File: src/rtl/mem_xfer_pkg.sv
// Shared definitions for the SRAM-to-SRAM block copy controller.
// The checksum feature is compiled in only when XFER_CHECKSUM_EN is defined.
package mem_xfer_pkg;

    localparam int XFER_DATA_W = 8;
    localparam int XFER_ADDR_W = 3;

    // Controller states; explicit 2-bit encodings keep the register layout fixed.
    typedef enum logic [1:0] {
        ST_IDLE   = 2'd0,
        ST_PRIME  = 2'd1,
        ST_STREAM = 2'd2,
        ST_DONE   = 2'd3
    } xfer_state_e;

endpackage

File: src/rtl/xfer_addr_ctr.sv
// Loadable address pointer that counts upward and wraps naturally at DEPTH.
// Used once as the source read pointer and once as the destination write pointer.
module xfer_addr_ctr
    import mem_xfer_pkg::*;
#(
    parameter int ADDR_W = XFER_ADDR_W
) (
    input  logic              clock,
    input  logic              reset_n,
    input  logic              i_load,
    input  logic [ADDR_W-1:0] i_base,
    input  logic              i_inc,
    output logic [ADDR_W-1:0] o_addr
);

    logic [ADDR_W-1:0] r_addr;

    // Load the base address on a new transfer, otherwise step by one when asked.
    always_ff @(posedge clock or negedge reset_n) begin
        if (!reset_n) begin
            r_addr <= '0;
        end else if (i_load) begin
            r_addr <= i_base;
        end else if (i_inc) begin
            r_addr <= r_addr + ADDR_W'(1);
        end
    end

    assign o_addr = r_addr;

endmodule

File: src/rtl/mem_xfer_ctrl.sv
// Block copy controller: streams len words from SRAM A into SRAM B, one word
// per cycle after a single priming read. Host accesses reach A only while idle.
// Optional running checksum of copied words: define XFER_CHECKSUM_EN.
module mem_xfer_ctrl
    import mem_xfer_pkg::*;
#(
    parameter int DATA_W = XFER_DATA_W,
    parameter int ADDR_W = XFER_ADDR_W
) (
    input  logic              clock,
    input  logic              reset_n,
    input  logic              start,
    input  logic [ADDR_W-1:0] src_base,
    input  logic [ADDR_W-1:0] dst_base,
    input  logic [ADDR_W:0]   len,
    input  logic              host_we,
    input  logic [ADDR_W-1:0] host_addr,
    input  logic [DATA_W-1:0] host_din,
    output logic [DATA_W-1:0] host_dout,
    output logic              host_rej,
    output logic              busy,
    output logic              done,
    output logic [DATA_W-1:0] checksum,
    output logic [ADDR_W-1:0] addr_a,
    output logic              we_a,
    output logic [DATA_W-1:0] din_a,
    input  logic [DATA_W-1:0] dout_a,
    output logic [ADDR_W-1:0] addr_b,
    output logic              we_b,
    output logic [DATA_W-1:0] din_b
);

    xfer_state_e       r_state;
    xfer_state_e       w_next;
    logic [ADDR_W:0]   r_remain;
    logic              r_host_rej;
    logic              w_accept;
    logic              w_go;
    logic              w_src_inc;
    logic              w_dst_inc;
    logic [ADDR_W-1:0] w_src_addr;
    logic [ADDR_W-1:0] w_dst_addr;

    assign w_accept = start && (r_state == ST_IDLE);
    assign w_go     = w_accept && (len != '0);

    // The read pointer runs one word ahead of the writer and stops on the last word.
    assign w_src_inc = ((r_state == ST_PRIME)  && (r_remain > (ADDR_W+1)'(1))) ||
                       ((r_state == ST_STREAM) && (r_remain > (ADDR_W+1)'(2)));
    assign w_dst_inc = (r_state == ST_STREAM);

    xfer_addr_ctr #(.ADDR_W(ADDR_W)) u_src_ctr (
        .clock   (clock),
        .reset_n (reset_n),
        .i_load  (w_go),
        .i_base  (src_base),
        .i_inc   (w_src_inc),
        .o_addr  (w_src_addr)
    );

    xfer_addr_ctr #(.ADDR_W(ADDR_W)) u_dst_ctr (
        .clock   (clock),
        .reset_n (reset_n),
        .i_load  (w_go),
        .i_base  (dst_base),
        .i_inc   (w_dst_inc),
        .o_addr  (w_dst_addr)
    );

    // State register.
    always_ff @(posedge clock or negedge reset_n) begin
        if (!reset_n) begin
            r_state <= ST_IDLE;
        end else begin
            r_state <= w_next;
        end
    end

    // Words still to be written, counting the one in flight this cycle.
    always_ff @(posedge clock or negedge reset_n) begin
        if (!reset_n) begin
            r_remain <= '0;
        end else if (w_go) begin
            r_remain <= len;
        end else if (r_state == ST_STREAM) begin
            r_remain <= r_remain - (ADDR_W+1)'(1);
        end
    end

    // Flag host writes that arrive while the copy engine owns memory A.
    always_ff @(posedge clock or negedge reset_n) begin
        if (!reset_n) begin
            r_host_rej <= 1'b0;
        end else begin
            r_host_rej <= host_we && (r_state != ST_IDLE);
        end
    end

    // Next-state logic plus the memory port steering for each state.
    always_comb begin
        w_next = r_state;
        addr_a = w_src_addr;
        we_a   = 1'b0;
        din_a  = '0;
        we_b   = 1'b0;
        din_b  = '0;
        busy   = 1'b0;
        done   = 1'b0;
        case (r_state)
            ST_IDLE: begin
                addr_a = host_addr;
                we_a   = host_we;
                din_a  = host_din;
                if (w_accept) begin
                    w_next = w_go ? ST_PRIME : ST_DONE;
                end
            end
            ST_PRIME: begin
                busy   = 1'b1;
                w_next = ST_STREAM;
            end
            ST_STREAM: begin
                busy  = 1'b1;
                we_b  = 1'b1;
                din_b = dout_a;
                if (r_remain == (ADDR_W+1)'(1)) begin
                    w_next = ST_DONE;
                end
            end
            ST_DONE: begin
                done   = 1'b1;
                w_next = ST_IDLE;
            end
            default: begin
                w_next = ST_IDLE;
            end
        endcase
    end

    assign addr_b    = w_dst_addr;
    assign host_dout = dout_a;
    assign host_rej  = r_host_rej;

`ifdef XFER_CHECKSUM_EN
    logic [DATA_W-1:0] r_checksum;

    // Running sum of every word written to B, restarted by each accepted start.
    always_ff @(posedge clock or negedge reset_n) begin
        if (!reset_n) begin
            r_checksum <= '0;
        end else if (w_accept) begin
            r_checksum <= '0;
        end else if (r_state == ST_STREAM) begin
            r_checksum <= r_checksum + din_b;
        end
    end

    assign checksum = r_checksum;
`else
    assign checksum = '0;
`endif

endmodule

File: config.mk
export PLATFORM = sky130hd
export DESIGN_NAME = mem_xfer_ctrl
export DESIGN_NICKNAME = d
export VERILOG_FILES = /design/src/rtl/mem_xfer_pkg.sv /design/src/rtl/xfer_addr_ctr.sv /design/src/rtl/mem_xfer_ctrl.sv
export SDC_FILE = /design/constraint.sdc
export NUM_CORES = 1
export LEC_CHECK = 0
export BUFFER_PORTS_ARGS = -buffer_cell sky130_fd_sc_hd__buf_2
export CAP_MARGIN = 20
export CORE_UTILIZATION = 43
export DETAILED_ROUTE_END_ITERATION = 8
export GPL_TIMING_DRIVEN = 0
export PLACE_DENSITY = 0.85
export SETUP_SLACK_MARGIN = 0.4
export SYNTH_ARGS = -nofsm -noshare
export SYNTH_HDL_FRONTEND = slang
export SYNTH_SLANG_ARGS = --single-unit
File: constraint.sdc
create_clock -name clock -period 3.6 [get_ports clock]
set_clock_uncertainty 0.15 [all_clocks]
set_input_delay 0.54 -clock clock [delete_from_list [all_inputs] [get_ports clock]]
set_output_delay 0.54 -clock clock [all_outputs]
set_load 0.03 [all_outputs]
==> flow_metrics.env <==
export IMPL_layout_drive_gt1_share_pct=50.5
export IMPL_cts_made_buffers=3
export IMPL_vias_per_cell=4.52
export IMPL_fin_crit_sh_pct=68.0
export IMPL_clock_fmax_mhz=408
export IMPL_start_util_pct=45.3
export IMPL_rsz0062_at_grt="no"
export IMPL_dr_pass1_iters=2
export IMPL_power_density_nw_per_um2=875
export IMPL_hold_viol_final=13
export IMPL_io_pins=76
export IMPL_violations="negative hold slack"
export IMPL_layout_nets=242
export IMPL_synth_seq_cells=13
export IMPL_netlist_instances=120
export IMPL_seq_area_frac_synth_pct=29.2
export IMPL_diodes=0
export IMPL_cts_sinks=13
export IMPL_final_min_clock_period_ps=2450
export IMPL_synth_flop_cell="dfrtp_1"
export IMPL_cp_data_arrival_time_ps=1760
export IMPL_die_x_microns=52.9
export IMPL_cts_root_buffer="clkbuf_4"
export IMPL_gp_congestion=0.751
export IMPL_status="finished, violations left"
export IMPL_crit_type="reg2out"
export IMPL_antenna_found_initial=0
export IMPL_synth_area_per_cell_sq_um=9.27
export IMPL_dp_hpwl_mm=1.87
export IMPL_crit_fanout=10
export IMPL_finish_instance_area_sq_um=1540
export IMPL_gr_total_overflow=0
export IMPL_dpl_worst_slack_ps=1440
export IMPL_cts_setup_buffers=0
export IMPL_die_area_sq_um=2790
export IMPL_clk_pin_slew_ps=80
export IMPL_multi_input_comb_area_sq_um=643
export IMPL_drt_initial_drc_count=12
export IMPL_yosysTopAreaCellShare_pct=29.2
export IMPL_crit_path_start_kind="register"
export IMPL_critPathRequiredTime_ps=2910
export IMPL_clockBufferDepth=2
export IMPL_grt_first_pass_wirelength_mm=3.66
export IMPL_crit_path_end_kind="output port"
export IMPL_core_area_sq_um=2450
export IMPL_worst_slack_ps=1150
export IMPL_grt_pass1_vias=923
export IMPL_async_flop_share_pct=100
export IMPL_cts_max_level=1
export IMPL_clk_latency_ps=270
export IMPL_leakage_nw=0.838
export IMPL_yosys_cell_types_count=27
export IMPL_post_drt_wl_per_cell_microns=9.69
export IMPL_cts_tree="done"
export IMPL_placed_cells=224
export IMPL_irDropWorstVdd_mv=0.575
export IMPL_yosys_area_top_type="dfrtp_1"
export IMPL_syn_area_sq_um=1110
export IMPL_cts_resized=0
export IMPL_synth_edf_count=0
export IMPL_portBuffers=67
export IMPL_drc=0
export IMPL_postCtsHoldBufs=0
export IMPL_fp_row_count=18
export IMPL_nFillCells=235
export IMPL_yosys_warnings=0
export IMPL_ant_nets=0
export IMPL_fin_setup_tns_ps=0
export IMPL_setup_viol=0
export IMPL_drt_total_wl_mm=2.21
export IMPL_final_util_pct=62.6
export IMPL_seq_area_sq_um=325
export IMPL_synth_common_cells="buf_4 (18), and2_1 (17), dfrtp_1 (13), nand2_1 (13), o21ai_1 (11)"
export IMPL_vias=1031
export IMPL_holdWs_ps=-15.7
export IMPL_report_final_slew_viol_count=0
export IMPL_fp_dieH_microns=52.9
export IMPL_stdcell_count=228
export IMPL_synthMostInstantiatedCell="buf_4"
export IMPL_grt_usage_pct=17.6
export IMPL_drv_cap=0
export IMPL_syn2layout_area_growth_pct=38.2
export IMPL_ys_top_cells_by_area="dfrtp_1 (29%), buf_4 (12%), ha_1 (11%), and2_1 (9.6%), o21ai_1 (4.9%)"
export IMPL_min_path_type="in2async"
export IMPL_dpl_instance_area_sq_um=1510
export IMPL_grt_max_degree=14
==> worst paths after layout <==
kind / startpoint / endpoint / slack, ps / cells after the start
worst max-delay path: r_state[0]$_DFFE_PN0P_ / din_a[5] / 1150 / 6
worst min-delay path: reset_n / u_src_ctr.o_addr[1]$_DFFE_PN0P_ / -20 / 1
worst max register to register: r_state[0]$_DFFE_PN0P_ / u_src_ctr.o_addr[1]$_DFFE_PN0P_ / 1880 / 8
worst min register to register: u_src_ctr.o_addr[2]$_DFFE_PN0P_ / u_src_ctr.o_addr[2]$_DFFE_PN0P_ / 420 / 2
max in group asynchronous: reset_n / r_state[1]$_DFFE_PN0P_ / 3090 / 1
min in group clock: src_base[0] / u_src_ctr.o_addr[0]$_DFFE_PN0P_ / 320 / 3
==> cells by family after synthesis <==
family	Yosys count	synth area share [%]
compound gates	17	9.90
xor+xnor	7	5.51
fa+ha+maj	10	11.2
buf+inv	25	15.3
flops	13	29.2
mux	6	5.85
other cells	1	0.337
simple gates	41	22.6
==> layout by cell type (no fill, tap or decap), types with 5 or more instances in the layout <==
cell type  netlist  layout
buf_2            1      68
buf_4           18      18
and2_1          17      17
nand2_1         13      13
dfrtp_1         13      13
o21ai_1         11      11
ha_1            10      10
conb_1           1       8
xnor2_1          5       5
==> layout make-up <==
cell class / count / share of cell area (%)
multi-input cells: 89 / 41.8
inverters: 4 / 0.976
plain buffers: 21 / 10.1
repair buffers: 67 / 21.8
clock buffers: 4 / 1.71
well taps: 30 / 2.44
flip-flops and latches: 13 / 21.2
==> registers in the layout, indices dropped and copies added (netlist names) <==
register,flops
u_dst_ctr.o_addr,3
r_state,2
u_src_ctr.o_addr,3
r_remain,4
host_rej,1
==> power by group <==
part | total, mW | internal, mW | leakage [nW] | switching (mW)
combinational | 0.957 | 0.374 | 0.668 | 0.583
clock | 0.0907 | 0.0430 | 0.0150 | 0.0477
sequential | 0.297 | 0.225 | 0.156 | 0.0720
==> per-layer routing <==
| layer | vias to the layer above | track usage, % | share of wire (%) |
|---|---|---|---|
| met1 | 452 | 18.6 | 42 |
| met3 | 2 | 4.02 | 9.0 |
| met2 | 49 | 34.6 | 48 |
| met4 | 0 | 3.51 | 0.68 |
| met5 | - | 0 | 0 |
| li1 | 528 | - | - |
==> through the flow <==
stage                     hold WS (ps)  power [mW]
after floorplan                   94.4        1.05
after global placement             289        1.25
after detailed placement           297        1.26
after CTS                        0.451        1.36
after global routing              8.74        1.46
final                            -15.7        1.34
==> worst max-delay path, cell delays in order (launching register included) <==
cell	delay [ps]
dfrtp_1	420
inv_1	120
ha_1	150
buf_4	160
clkbuf_1	270
and2_1	180
buf_2	190
No activity file was read; power rests on OpenSTA's default activity.
